**src/rtl/pipeline_hazard_ctrl_pkg.sv**
```systemverilog
// Shared types and constants for the 5-stage pipeline hazard controller.
package pipeline_hazard_ctrl_pkg;

   localparam int unsigned REG_W = 5;

   typedef logic [REG_W-1:0] reg_idx_t;
   typedef logic [1:0]       fwd_sel_t;

   typedef enum logic [1:0] {
      StInit    = 2'd0,
      StRun     = 2'd1,
      StLdstall = 2'd2,
      StMemwait = 2'd3
   } state_e;

   localparam fwd_sel_t FWD_RF  = 2'b00;
   localparam fwd_sel_t FWD_EX  = 2'b01;
   localparam fwd_sel_t FWD_MEM = 2'b10;
   localparam fwd_sel_t FWD_WB  = 2'b11;

   // %g0 is hardwired to zero, so a source of r0 never matches a producer.
   function automatic logic src_hit(logic used, reg_idx_t src, reg_idx_t rd);
      return used && (src != '0) && (src == rd);
   endfunction

endpackage

```
**src/rtl/pipeline_hazard_ctrl_if.sv**
```systemverilog
// Pipeline-side signals of the hazard controller; master is the controller.
interface pipeline_hazard_ctrl_if #(
   parameter int unsigned CNT_W = 16
);
   import pipeline_hazard_ctrl_pkg::*;

   reg_idx_t          id_rs1;
   reg_idx_t          id_rs2;
   reg_idx_t          id_rd;
   logic              id_use_rs1;
   logic              id_use_rs2;
   logic              id_use_rd;
   logic              id_branch;
   logic              id_annul;
   reg_idx_t          ex_rd;
   reg_idx_t          mem_rd;
   reg_idx_t          wb_rd;
   logic              ex_we;
   logic              mem_we;
   logic              wb_we;
   logic              ex_is_load;
   logic              mem_busy;

   logic              pc_le;
   logic              npc_le;
   logic              if_id_le;
   logic              if_id_clr;
   logic              id_ex_clr;
   logic              ex_mem_clr;
   logic              mem_wb_clr;
   logic              pipe_hold;
   fwd_sel_t          fwd_mx1;
   fwd_sel_t          fwd_mx2;
   fwd_sel_t          fwd_mx3;
   logic [CNT_W-1:0]  stall_cnt;
   logic              mem_timeout_err;

   modport master (
      input  id_rs1, id_rs2, id_rd, id_use_rs1, id_use_rs2, id_use_rd,
      input  id_branch, id_annul, ex_rd, mem_rd, wb_rd, ex_we, mem_we, wb_we,
      input  ex_is_load, mem_busy,
      output pc_le, npc_le, if_id_le, if_id_clr, id_ex_clr, ex_mem_clr, mem_wb_clr,
      output pipe_hold, fwd_mx1, fwd_mx2, fwd_mx3, stall_cnt, mem_timeout_err
   );

   modport slave (
      output id_rs1, id_rs2, id_rd, id_use_rs1, id_use_rs2, id_use_rd,
      output id_branch, id_annul, ex_rd, mem_rd, wb_rd, ex_we, mem_we, wb_we,
      output ex_is_load, mem_busy,
      input  pc_le, npc_le, if_id_le, if_id_clr, id_ex_clr, ex_mem_clr, mem_wb_clr,
      input  pipe_hold, fwd_mx1, fwd_mx2, fwd_mx3, stall_cnt, mem_timeout_err
   );

endinterface

```
**src/rtl/pipeline_hazard_ctrl_fwd_select.sv**
```systemverilog
// Operand forwarding select for one ID source register; nearest producing stage wins.
module pipeline_hazard_ctrl_fwd_select
   import pipeline_hazard_ctrl_pkg::*;
(
   input  logic     use_src,
   input  reg_idx_t src,
   input  reg_idx_t ex_rd,
   input  logic     ex_we,
   input  logic     ex_is_load,
   input  reg_idx_t mem_rd,
   input  logic     mem_we,
   input  reg_idx_t wb_rd,
   input  logic     wb_we,
   output fwd_sel_t sel
);

   // A load in EX has no data yet; the load-use stall moves it to MEM first.
   always_comb begin
      sel = FWD_RF;
      if (src_hit(use_src, src, ex_rd) && ex_we && !ex_is_load) begin
         sel = FWD_EX;
      end else if (src_hit(use_src, src, mem_rd) && mem_we) begin
         sel = FWD_MEM;
      end else if (src_hit(use_src, src, wb_rd) && wb_we) begin
         sel = FWD_WB;
      end
   end

endmodule

```
**src/rtl/pipeline_hazard_ctrl.sv**
```systemverilog
// Pipeline sequencer: post-reset flush, load-use bubbles, memory-wait freeze,
// delay-slot annul and operand forwarding selects.
module pipeline_hazard_ctrl
   import pipeline_hazard_ctrl_pkg::*;
#(
   parameter int unsigned INIT_FLUSH_CYC = 3,
   parameter int unsigned MEM_TIMEOUT    = 64,
   parameter int unsigned CNT_W          = 16
) (
   input  logic                  clk,
   input  logic                  reset,
   pipeline_hazard_ctrl_if.master bus
);

   localparam int unsigned INIT_W = $clog2(INIT_FLUSH_CYC + 1);
   localparam int unsigned MEM_W  = $clog2(MEM_TIMEOUT + 1);

   state_e            state_q, state_d;
   logic [INIT_W-1:0] init_cnt_q;
   logic [MEM_W-1:0]  mem_cnt_q;
   logic [CNT_W-1:0]  stall_cnt_q;
   logic              err_q;

   logic     load_use;
   logic     pc_le, if_id_le, if_id_clr, id_ex_clr, ex_mem_clr, mem_wb_clr, pipe_hold;
   fwd_sel_t fwd1, fwd2, fwd3;

   assign load_use = bus.ex_is_load && bus.ex_we &&
                     (src_hit(bus.id_use_rs1, bus.id_rs1, bus.ex_rd) ||
                      src_hit(bus.id_use_rs2, bus.id_rs2, bus.ex_rd) ||
                      src_hit(bus.id_use_rd,  bus.id_rd,  bus.ex_rd));

   always_comb begin
      state_d    = state_q;
      pc_le      = 1'b0;
      if_id_le   = 1'b0;
      if_id_clr  = 1'b0;
      id_ex_clr  = 1'b0;
      ex_mem_clr = 1'b0;
      mem_wb_clr = 1'b0;
      pipe_hold  = 1'b0;
      unique case (state_q)
         StInit: begin
            if_id_clr  = 1'b1;
            id_ex_clr  = 1'b1;
            ex_mem_clr = 1'b1;
            mem_wb_clr = 1'b1;
            if (init_cnt_q >= INIT_W'(INIT_FLUSH_CYC - 1)) begin
               state_d = StRun;
            end
         end
         StRun, StLdstall, StMemwait: begin
            // After a bubble EX holds the bubble, so load-use is not rechecked.
            if (bus.mem_busy) begin
               pipe_hold = 1'b1;
               state_d   = StMemwait;
            end else if (load_use && (state_q != StLdstall)) begin
               id_ex_clr = 1'b1;
               state_d   = StLdstall;
            end else begin
               pc_le     = 1'b1;
               if_id_le  = 1'b1;
               if_id_clr = bus.id_branch && bus.id_annul;
               state_d   = StRun;
            end
         end
         default: state_d = StInit;
      endcase
   end

   always_ff @(posedge clk) begin
      if (reset) begin
         state_q     <= StInit;
         init_cnt_q  <= '0;
         mem_cnt_q   <= '0;
         stall_cnt_q <= '0;
         err_q       <= 1'b0;
      end else begin
         state_q    <= state_d;
         init_cnt_q <= (state_q == StInit) ? init_cnt_q + 1'b1 : '0;
         // Counts consecutive busy cycles, including the one that entered the freeze.
         if ((state_q != StInit) && bus.mem_busy) begin
            if (mem_cnt_q != MEM_W'(MEM_TIMEOUT)) begin
               mem_cnt_q <= mem_cnt_q + 1'b1;
            end
            if (mem_cnt_q >= MEM_W'(MEM_TIMEOUT - 1)) begin
               err_q <= 1'b1;
            end
         end else begin
            mem_cnt_q <= '0;
         end
         if ((state_q != StInit) && !pc_le && (stall_cnt_q != '1)) begin
            stall_cnt_q <= stall_cnt_q + 1'b1;
         end
      end
   end

   pipeline_hazard_ctrl_fwd_select u_fwd_mx1 (
      .use_src    (bus.id_use_rs1),
      .src        (bus.id_rs1),
      .ex_rd      (bus.ex_rd),
      .ex_we      (bus.ex_we),
      .ex_is_load (bus.ex_is_load),
      .mem_rd     (bus.mem_rd),
      .mem_we     (bus.mem_we),
      .wb_rd      (bus.wb_rd),
      .wb_we      (bus.wb_we),
      .sel        (fwd1)
   );

   pipeline_hazard_ctrl_fwd_select u_fwd_mx2 (
      .use_src    (bus.id_use_rs2),
      .src        (bus.id_rs2),
      .ex_rd      (bus.ex_rd),
      .ex_we      (bus.ex_we),
      .ex_is_load (bus.ex_is_load),
      .mem_rd     (bus.mem_rd),
      .mem_we     (bus.mem_we),
      .wb_rd      (bus.wb_rd),
      .wb_we      (bus.wb_we),
      .sel        (fwd2)
   );

   pipeline_hazard_ctrl_fwd_select u_fwd_mx3 (
      .use_src    (bus.id_use_rd),
      .src        (bus.id_rd),
      .ex_rd      (bus.ex_rd),
      .ex_we      (bus.ex_we),
      .ex_is_load (bus.ex_is_load),
      .mem_rd     (bus.mem_rd),
      .mem_we     (bus.mem_we),
      .wb_rd      (bus.wb_rd),
      .wb_we      (bus.wb_we),
      .sel        (fwd3)
   );

   // The pipeline is being flushed in INIT, so the operand muxes stay on the regfile.
   assign bus.fwd_mx1         = (state_q == StInit) ? FWD_RF : fwd1;
   assign bus.fwd_mx2         = (state_q == StInit) ? FWD_RF : fwd2;
   assign bus.fwd_mx3         = (state_q == StInit) ? FWD_RF : fwd3;
   assign bus.pc_le           = pc_le;
   assign bus.npc_le          = pc_le;
   assign bus.if_id_le        = if_id_le;
   assign bus.if_id_clr       = if_id_clr;
   assign bus.id_ex_clr       = id_ex_clr;
   assign bus.ex_mem_clr      = ex_mem_clr;
   assign bus.mem_wb_clr      = mem_wb_clr;
   assign bus.pipe_hold       = pipe_hold;
   assign bus.stall_cnt       = stall_cnt_q;
   assign bus.mem_timeout_err = err_q;

endmodule

```
**src/flat_wrapper.sv**
```systemverilog
// flat-port wrapper written by rule: the top's interface ports become plain ports
module pipeline_hazard_ctrl_flat import pipeline_hazard_ctrl_pkg::*;
#(
   parameter int unsigned INIT_FLUSH_CYC = 3,
   parameter int unsigned MEM_TIMEOUT    = 64,
   parameter int unsigned CNT_W          = 16
)
  (clk, reset, bus_id_rs1, bus_id_rs2, bus_id_rd, bus_id_use_rs1, bus_id_use_rs2, bus_id_use_rd, bus_id_branch, bus_id_annul, bus_ex_rd, bus_mem_rd, bus_wb_rd, bus_ex_we, bus_mem_we, bus_wb_we, bus_ex_is_load, bus_mem_busy, bus_pc_le, bus_npc_le, bus_if_id_le, bus_if_id_clr, bus_id_ex_clr, bus_ex_mem_clr, bus_mem_wb_clr, bus_pipe_hold, bus_fwd_mx1, bus_fwd_mx2, bus_fwd_mx3, bus_stall_cnt, bus_mem_timeout_err);
  pipeline_hazard_ctrl_if #(.CNT_W(CNT_W)) bus_i ();
  input  logic clk;
  input  logic reset;
  input wire logic [$bits(bus_i.id_rs1)-1:0] bus_id_rs1;
  input wire logic [$bits(bus_i.id_rs2)-1:0] bus_id_rs2;
  input wire logic [$bits(bus_i.id_rd)-1:0] bus_id_rd;
  input wire logic [$bits(bus_i.id_use_rs1)-1:0] bus_id_use_rs1;
  input wire logic [$bits(bus_i.id_use_rs2)-1:0] bus_id_use_rs2;
  input wire logic [$bits(bus_i.id_use_rd)-1:0] bus_id_use_rd;
  input wire logic [$bits(bus_i.id_branch)-1:0] bus_id_branch;
  input wire logic [$bits(bus_i.id_annul)-1:0] bus_id_annul;
  input wire logic [$bits(bus_i.ex_rd)-1:0] bus_ex_rd;
  input wire logic [$bits(bus_i.mem_rd)-1:0] bus_mem_rd;
  input wire logic [$bits(bus_i.wb_rd)-1:0] bus_wb_rd;
  input wire logic [$bits(bus_i.ex_we)-1:0] bus_ex_we;
  input wire logic [$bits(bus_i.mem_we)-1:0] bus_mem_we;
  input wire logic [$bits(bus_i.wb_we)-1:0] bus_wb_we;
  input wire logic [$bits(bus_i.ex_is_load)-1:0] bus_ex_is_load;
  input wire logic [$bits(bus_i.mem_busy)-1:0] bus_mem_busy;
  output wire logic [$bits(bus_i.pc_le)-1:0] bus_pc_le;
  output wire logic [$bits(bus_i.npc_le)-1:0] bus_npc_le;
  output wire logic [$bits(bus_i.if_id_le)-1:0] bus_if_id_le;
  output wire logic [$bits(bus_i.if_id_clr)-1:0] bus_if_id_clr;
  output wire logic [$bits(bus_i.id_ex_clr)-1:0] bus_id_ex_clr;
  output wire logic [$bits(bus_i.ex_mem_clr)-1:0] bus_ex_mem_clr;
  output wire logic [$bits(bus_i.mem_wb_clr)-1:0] bus_mem_wb_clr;
  output wire logic [$bits(bus_i.pipe_hold)-1:0] bus_pipe_hold;
  output wire logic [$bits(bus_i.fwd_mx1)-1:0] bus_fwd_mx1;
  output wire logic [$bits(bus_i.fwd_mx2)-1:0] bus_fwd_mx2;
  output wire logic [$bits(bus_i.fwd_mx3)-1:0] bus_fwd_mx3;
  output wire logic [$bits(bus_i.stall_cnt)-1:0] bus_stall_cnt;
  output wire logic [$bits(bus_i.mem_timeout_err)-1:0] bus_mem_timeout_err;
  assign bus_i.id_rs1 = bus_id_rs1;
  assign bus_i.id_rs2 = bus_id_rs2;
  assign bus_i.id_rd = bus_id_rd;
  assign bus_i.id_use_rs1 = bus_id_use_rs1;
  assign bus_i.id_use_rs2 = bus_id_use_rs2;
  assign bus_i.id_use_rd = bus_id_use_rd;
  assign bus_i.id_branch = bus_id_branch;
  assign bus_i.id_annul = bus_id_annul;
  assign bus_i.ex_rd = bus_ex_rd;
  assign bus_i.mem_rd = bus_mem_rd;
  assign bus_i.wb_rd = bus_wb_rd;
  assign bus_i.ex_we = bus_ex_we;
  assign bus_i.mem_we = bus_mem_we;
  assign bus_i.wb_we = bus_wb_we;
  assign bus_i.ex_is_load = bus_ex_is_load;
  assign bus_i.mem_busy = bus_mem_busy;
  assign bus_pc_le = bus_i.pc_le;
  assign bus_npc_le = bus_i.npc_le;
  assign bus_if_id_le = bus_i.if_id_le;
  assign bus_if_id_clr = bus_i.if_id_clr;
  assign bus_id_ex_clr = bus_i.id_ex_clr;
  assign bus_ex_mem_clr = bus_i.ex_mem_clr;
  assign bus_mem_wb_clr = bus_i.mem_wb_clr;
  assign bus_pipe_hold = bus_i.pipe_hold;
  assign bus_fwd_mx1 = bus_i.fwd_mx1;
  assign bus_fwd_mx2 = bus_i.fwd_mx2;
  assign bus_fwd_mx3 = bus_i.fwd_mx3;
  assign bus_stall_cnt = bus_i.stall_cnt;
  assign bus_mem_timeout_err = bus_i.mem_timeout_err;
  pipeline_hazard_ctrl #(.INIT_FLUSH_CYC(INIT_FLUSH_CYC), .MEM_TIMEOUT(MEM_TIMEOUT), .CNT_W(CNT_W)) u_core (.clk(clk), .reset(reset), .bus(bus_i));
endmodule
```
**config.mk**
```make
export PLATFORM = sky130hd
export DESIGN_NAME = pipeline_hazard_ctrl_flat
export DESIGN_NICKNAME = d
export VERILOG_FILES = /design/src/rtl/pipeline_hazard_ctrl_pkg.sv /design/src/rtl/pipeline_hazard_ctrl_if.sv /design/src/rtl/pipeline_hazard_ctrl_fwd_select.sv /design/src/rtl/pipeline_hazard_ctrl.sv /design/src/flat_wrapper.sv
export SDC_FILE = /design/constraint.sdc
export NUM_CORES = 1
export LEC_CHECK = 0
export BUFFER_PORTS_ARGS = -buffer_cell sky130_fd_sc_hd__buf_2
export CORE_AREA = 2 2 70 72
export DETAILED_ROUTE_END_ITERATION = 10
export DIE_AREA = 0 0 72 74
export PLACE_DENSITY = 0.8
export SLEW_MARGIN = 20
export SYNTH_ARGS = -nofsm -noshare
export SYNTH_HDL_FRONTEND = slang
export SYNTH_SLANG_ARGS = --single-unit
```
**constraint.sdc**
```tcl
create_clock -name clk -period 2.76 [get_ports clk]
set_input_delay 0.276 -clock clk [delete_from_list [all_inputs] [get_ports clk]]
set_output_delay 0.276 -clock clk [all_outputs]
set_load 0.05 [all_outputs]
```
==> impl_metrics.toml, run 1 <==
[synthesis]
synthAdderAreaFrac_pct = 2.16
synthesis.area_mm2 = 0.00232
synthSimpleGateAreaFrac_pct = 28.7
synth.area.top_cells = "dfxtp_1 24%, xor2_1 9.8%, xnor2_1 9.4%"
ys_types = 46
synth_compound_area_share_pct = 14.5
netlist_instances = 279
yosys_warnings = 0
avgSynthCellArea_um2 = 8.31
synthMuxAreaShare_pct = 7.29
synth_top_family_by_area = "simple AND/OR/NAND/NOR gates"
synth_nets = 325
yosys.area.top_type = "dfxtp_1"
synth_top_area_share_pct = 24.2
synth_xor_area_share_pct = 19.3
ys_seq_area_share_pct = 24.2
synth_seq_cells = 28

[setup_path]
rrSetupSlack_ps = 440
worstSetupEndpoint = "bus_if_id_le"
critPathMaxStageDelay_ps = 520
crit_cells = 7
crit_slowest_cell = "or4_1"
worstPathRequired_ps = 2480
critPathBufInv = 2
crit_path_max_fanout = 5
worst_path_most_repeated_cell = "buf_2"
reg2reg_depth = 7
worst_setup_path_end_kind = "primary output"
arrival_ps = 2210
crit_family = "simple AND/OR/NAND/NOR gates"
rr_endpoint = "u_core.bus.stall_cnt[3]"
cp-start-kind = "primary input"
worstSetupPathType = "primary input to primary output"
r2r-start = "u_core.bus.stall_cnt[0]"
critPathLaunch = "bus_id_rd[0]"
path_cells = "buf_2 -> or4_1 -> o21ai_1 -> nor4_2 -> o311a_1 -> nor3_2 -> buf_2"

[hold_path]
hold_start = "bus_mem_busy"
hold_class = "primary input to flop"
worstHoldPathCells = 3

[global_route]
grt.overflow.total = 0
antenna_found_initial = 0
grt_max_degree = 39
first_global_vias = 2069
grt_pass1_wl_mm = 9.34
groute.usage.overall_pct = 21.6

[power_and_ir_drop]
p_switching_w = 0.000582
clkPwrFrac_pct = 17.1
p_leak_nw = 1.13
p_comb_share_pct = 46.6
p_per_area_mw_per_mm2 = 463
vdd_drop_max_mv = 0.284
total_power_w = 0.00128
power_frac_seq_pct = 36.4
power.internal_w = 0.000696
p_sw_share_pct = 45.5

[timing]
finalHoldViolCount = 0
rsz0062_at_grt = "no"
setup-violations-final = 0
fin_worst_skew_ps = 11.0
tightest_slew_ps = 659
drv_slew = 0
relSlewSlack_pct = 56.0
setup_ws_ps = 276
fin_crit_ps = 2480
finalCritPeriodShare_pct = 90.0
setup_tns_ps = 0
fmax_mhz = 403

[die]
die_area_mm2 = 0.00533
row_count = 25
fp.dieH_um = 74
die_w_um = 72
io_pins = 73
core_area_mm2 = 0.00460
start_util_pct = 50.4

[layout]
multiInputGateArea_mm2 = 0.00168
nets = 394
mostFrequentLayoutCell = "buf_2"
area_growth_syn_to_layout_pct = 19.2
n_fill_cell = 413
layout_common_cells = "72 x buf_2, 36 x nor2_1, 28 x dfxtp_1, 26 x xor2_1, 25 x xnor2_1"
drive_gt1_share_pct = 32.1
layout.area.seq_um2 = 561
n_antenna_cell = 0

[clock_tree]
clock_latency_ps = 270
cts_tree = "done"
cts-buffers-inserted = 3
cts_root_buf = "clkbuf_8"
cts_sinks = 28
ctsHoldBuffers = 0
cts.clk_slew.worst_paths_ps = 80
htree_levels = 1
ctsResizeCount = 0
clk_path_buf_depth = 2
cts_setup_buffers = 0

[routing]
drc = 0
viasPerCell = 5.57
met3_length_um = 217
drt-met1-wl_mm = 2.47
dr_total_vias = 2226
drt_iter0_drc = 160
wl_met2_mm = 2.84
wire_per_inst_um = 14.0
route.antenna.remaining_nets = 0
highest_layer = "met4"
first_pass_iters = 4
drt-total-wl_mm = 5.60

[placement]
io_buffers = 72
routabilityCongestion = 0.875
dp_hpwl_mm = 4.40
pre_cts_ws_ps = 225

[run]
maxCapViolCount = 0

[outcome]
run_status = "complete, no violations"
cell type report:
| class | count | area share, % |
|---|---|---|
| Clock buffer | 3 | 1.49 |
| Multi-Input combinational cell | 232 | 60.7 |
| Tap cell | 54 | 2.45 |
| Timing Repair Buffer | 76 | 14.1 |
| Inverter | 7 | 0.951 |
| Sequential cell | 28 | 20.3 |
registers in the layout (all words and copies together) (netlist names):
| signal | count |
|---|---|
| u_core.state_q | 2 |
| u_core.init_cnt_q | 2 |
| u_core.bus.mem_timeout_err | 1 |
| u_core.mem_cnt_q | 7 |
| u_core.bus.stall_cnt | 16 |
worst min-delay path: cells and delay by family:
kind          cells  cell delay [ps]
buf+inv           1              140
simple gates      2              150
how the worst min path moves through the flow:
stage | to | slack, ps
floorplan | u_core.init_cnt_q[0] | 400
global placement | u_core.init_cnt_q[0] | 410
detailed placement | u_core.init_cnt_q[0] | 420
CTS | u_core.state_q[0] | 350
global route | u_core.state_q[0] | 380
finish | u_core.state_q[0] | 340
cell usage after synthesis, drive strengths merged:
cell / count
a2111oi: 4
a211oi: 7
a21bo: 2
a21boi: 1
a21o: 2
a21oi: 10
a31oi: 1
and2: 3
and3: 3
and3b: 2
buf: 6
clkbuf: 6
dfxtp: 28
ha: 4
inv: 7
mux2: 13
nand2: 10
nand3: 23
nand3b: 2
nand4: 6
nand4b: 1
nor2: 36
nor2b: 13
nor3: 10
nor3b: 1
nor4: 8
nor4b: 1
o21ai: 11
o311a: 1
o311ai: 1
o31ai: 1
or2: 1
or4: 3
xnor2: 25
xor2: 26
power groups by stage:
stage | clock network [W] | logic (W) | registers, W
finish | 0.000218 | 0.000595 | 0.000465
global route | 0.000244 | 0.000639 | 0.000470
CTS | 0.000226 | 0.000598 | 0.000465
detailed placement | 0 | 0.000593 | 0.000474
global placement | 0 | 0.000587 | 0.000471
floorplan | 0 | 0.000443 | 0.000484
per-stage QoR:
| step | std cells | hold slack [ps] | utilization [%] | area (µm²) |
|---|---|---|---|---|
| 2_1_floorplan | 279 | 401 | - | 2320 |
| 3_3_place_gp | 397 | 412 | 59.2 | 2720 |
| 3_5_place_dp | 397 | 423 | 59.2 | 2720 |
| 4_1_cts | 400 | 345 | 60.1 | 2760 |
| 5_1_grt | 400 | 378 | 60.1 | 2760 |
| 6_report | 400 | 345 | 60.1 | 2760 |
routing by layer:
metal  GRT usage [%]  vias to the layer above
met5               0                        -
met4            5.87                        0
met3            2.57                        8
met2            40.0                       63
met1            26.6                     1040
li1                -                     1115
cells by family (layout without fill, tap and decap cells):
group,count (synthesis),after routing
AO/OA/AOI/OAI,41,41
XOR/XNOR,51,51
adder cells (fa/ha/maj),4,4
buffers and inverters,19,86
flip-flops,28,28
multiplexers,13,13
AND/OR/NAND/NOR,123,123
(Power assumes the default switching activity.)
==> inputs of run 2 (changes only) <==
--- a/config.mk
+++ b/config.mk
@@ -9,7 +9,7 @@
 export CORE_AREA = 2 2 70 72
 export DETAILED_ROUTE_END_ITERATION = 10
 export DIE_AREA = 0 0 72 74
-export PLACE_DENSITY = 0.8
+export PLACE_DENSITY = 0.86
 export SLEW_MARGIN = 20
 export SYNTH_ARGS = -nofsm -noshare
 export SYNTH_HDL_FRONTEND = slang
==> run 2 against run 1 <==
- core utilization grew 0.49 points
- final cell count stayed put
- maximum frequency up 0.24%
- first-iteration DRC count shrank 18%
- clock skew down 7.6 ps
- wire length up 1.2%
- critical path type unchanged
- register-to-register slack lost 50 ps
- worst hold slack got worse by 23 ps
==> impl_metrics.toml, run 2 (synthesis gave the netlist of run 1 again) <==
[layout]
nets = 393
drive_gt1_share_pct = 32.1
area_growth_syn_to_layout_pct = 20.1
layout_common_cells = "72 x buf_2, 36 x nor2_1, 28 x dfxtp_1, 26 x xor2_1, 25 x xnor2_1"
finalNonFillerCells = 400
n_antenna_cell = 0
mostFrequentLayoutCell = "buf_2"
final_util_pct = 60.6
largest_reg_flops = 16
n_fill_cell = 401

[placement]
io_buffers = 72
dp_hpwl_mm = 4.50
pre_cts_ws_ps = 185
routabilityCongestion = 0.942
dp_cells = 396

[setup_path]
cp-start-kind = "primary input"
reg2reg_depth = 7
arrival_ps = 2200
crit_slowest_cell = "or4_1"
worstPathRequired_ps = 2480
worst_path_most_repeated_cell = "buf_2"
rr_endpoint = "u_core.bus.stall_cnt[3]"
crit_path_max_fanout = 5
r2r-start = "u_core.bus.stall_cnt[0]"
worst_setup_path_end_kind = "primary output"
rrSetupSlack_ps = 390
critPathMaxStageDelay_ps = 550
path_cells = "buf_2 -> or4_1 -> o21ai_1 -> nor4_2 -> o311a_1 -> nor3_2 -> buf_2"
worstSetupPathType = "primary input to primary output"

[power_and_ir_drop]
p_leak_nw = 1.14
p_switching_w = 0.000589
total_power_w = 0.00138
power.internal_w = 0.000792
vdd_drop_max_mv = 0.211
p_per_area_mw_per_mm2 = 496
power_frac_seq_pct = 33.6
p_comb_share_pct = 42.6
clkPwrFrac_pct = 23.8
p_sw_share_pct = 42.7

[outcome]
run_status = "complete, no violations"

[timing]
finalHoldViolCount = 0
setup-violations-final = 0
fmax_mhz = 404
drv_slew = 0
setup_tns_ps = 0
fin_crit_ps = 2480
fin_worst_skew_ps = 3.38
setup_ws_ps = 282
rsz0062_at_grt = "no"
tightest_slew_ps = 647
relSlewSlack_pct = 56.9
finalCritPeriodShare_pct = 89.8

[hold_path]
hold_path_end = "u_core.state_q[0]"
worstHoldPathCells = 3
hold_start = "bus_mem_busy"
hold_class = "primary input to flop"

[global_route]
grt.overflow.total = 0
grt_max_degree = 39
met2_usage_pct = 36.2
grt_pass1_wl_mm = 9.07
busiest_layer = "met2"
use_met3_pct = 3.93
first_global_vias = 1994
met1_usage_pct = 27.2
groute.usage.overall_pct = 20.9
antenna_found_initial = 0

[clock_tree]
cts_root_buf = "clkbuf_8"
cts_sinks = 28
cts.clk_slew.worst_paths_ps = 100
cts_tree = "done"
cts_setup_buffers = 0
clock_latency_ps = 280
ctsHoldBuffers = 0
cts-buffers-inserted = 3
ctsResizeCount = 0
clk_path_buf_depth = 2
htree_levels = 1

[die]
die_area_mm2 = 0.00533
fp.dieH_um = 74
start_util_pct = 50.4
io_pins = 73
core_area_mm2 = 0.00460
row_count = 25
die_w_um = 72

[routing]
drc = 0
drt_iter0_drc = 131
viasPerCell = 5.65
first_pass_iters = 4
route.antenna.remaining_nets = 0
wire_per_inst_um = 14.2
drt-total-wl_mm = 5.67
dr_total_vias = 2260

[run]
maxCapViolCount = 0
-- run 2: cell types whose count changed in the layout (fill, tap and decap cells not counted), sizes merged --
cell    before  now
buf         76   75
bufinv       0    1
-- run 2: layout make-up --
class	instances	area (µm²)	share of cell area, %
clock buffer	3	41.3	1.48
clock inverter	1	30.0	1.08
inverter	7	26.3	0.943
multi-input combinational	232	1680	60.2
sequential	28	561	20.1
tap	54	67.6	2.43
timing repair buffer	75	383	13.7
-- run 2: routing by layer --
metal / vias up / part of all wire [%]
met1: 1065 / 43
met4: 0 / 0.85
met2: 72 / 51
li1: 1117 / -
met5: - / 0
met3: 6 / 5.1
-- run 2: critical path: cells and delay by family --
family          cells  cell delay (ps)
simple gates        3              870
buf+inv             2              430
compound gates      2              620
-- run 2: power groups by stage --
stage / Sequential [W] / Combinational [W] / Clock (W)
3_3_place_gp: 0.000471 / 0.000582 / 0
5_1_grt: 0.000469 / 0.000634 / 0.000348
6_report: 0.000464 / 0.000588 / 0.000329
4_1_cts: 0.000463 / 0.000590 / 0.000330
2_1_floorplan: 0.000484 / 0.000443 / 0
3_5_place_dp: 0.000473 / 0.000588 / 0
-- run 2: stage by stage --
| step | area, µm² | hold slack (ps) |
|---|---|---|
| after floorplan | 2320 | 401 |
| after global placement | 2710 | 412 |
| after detailed placement | 2710 | 413 |
| after CTS | 2790 | 326 |
| after global routing | 2790 | 353 |
| final | 2790 | 322 |
-- run 2: how the worst max path moves through the flow --
| stage | from | depth (start not counted) | to | slack [ps] |
|---|---|---|---|---|
| 2_1_floorplan | bus_id_rs1[0] | 6 | bus_npc_le | 30 |
| 3_3_place_gp | bus_id_rd[1] | 8 | u_core.bus.stall_cnt[14] | 280 |
| 3_5_place_dp | bus_ex_rd[3] | 8 | u_core.bus.stall_cnt[14] | 190 |
| 4_1_cts | bus_id_rd[0] | 7 | bus_pc_le | 280 |
| 5_1_grt | bus_id_rd[0] | 8 | bus_id_ex_clr | 170 |
| 6_report | bus_id_rd[0] | 7 | bus_pc_le | 280 |
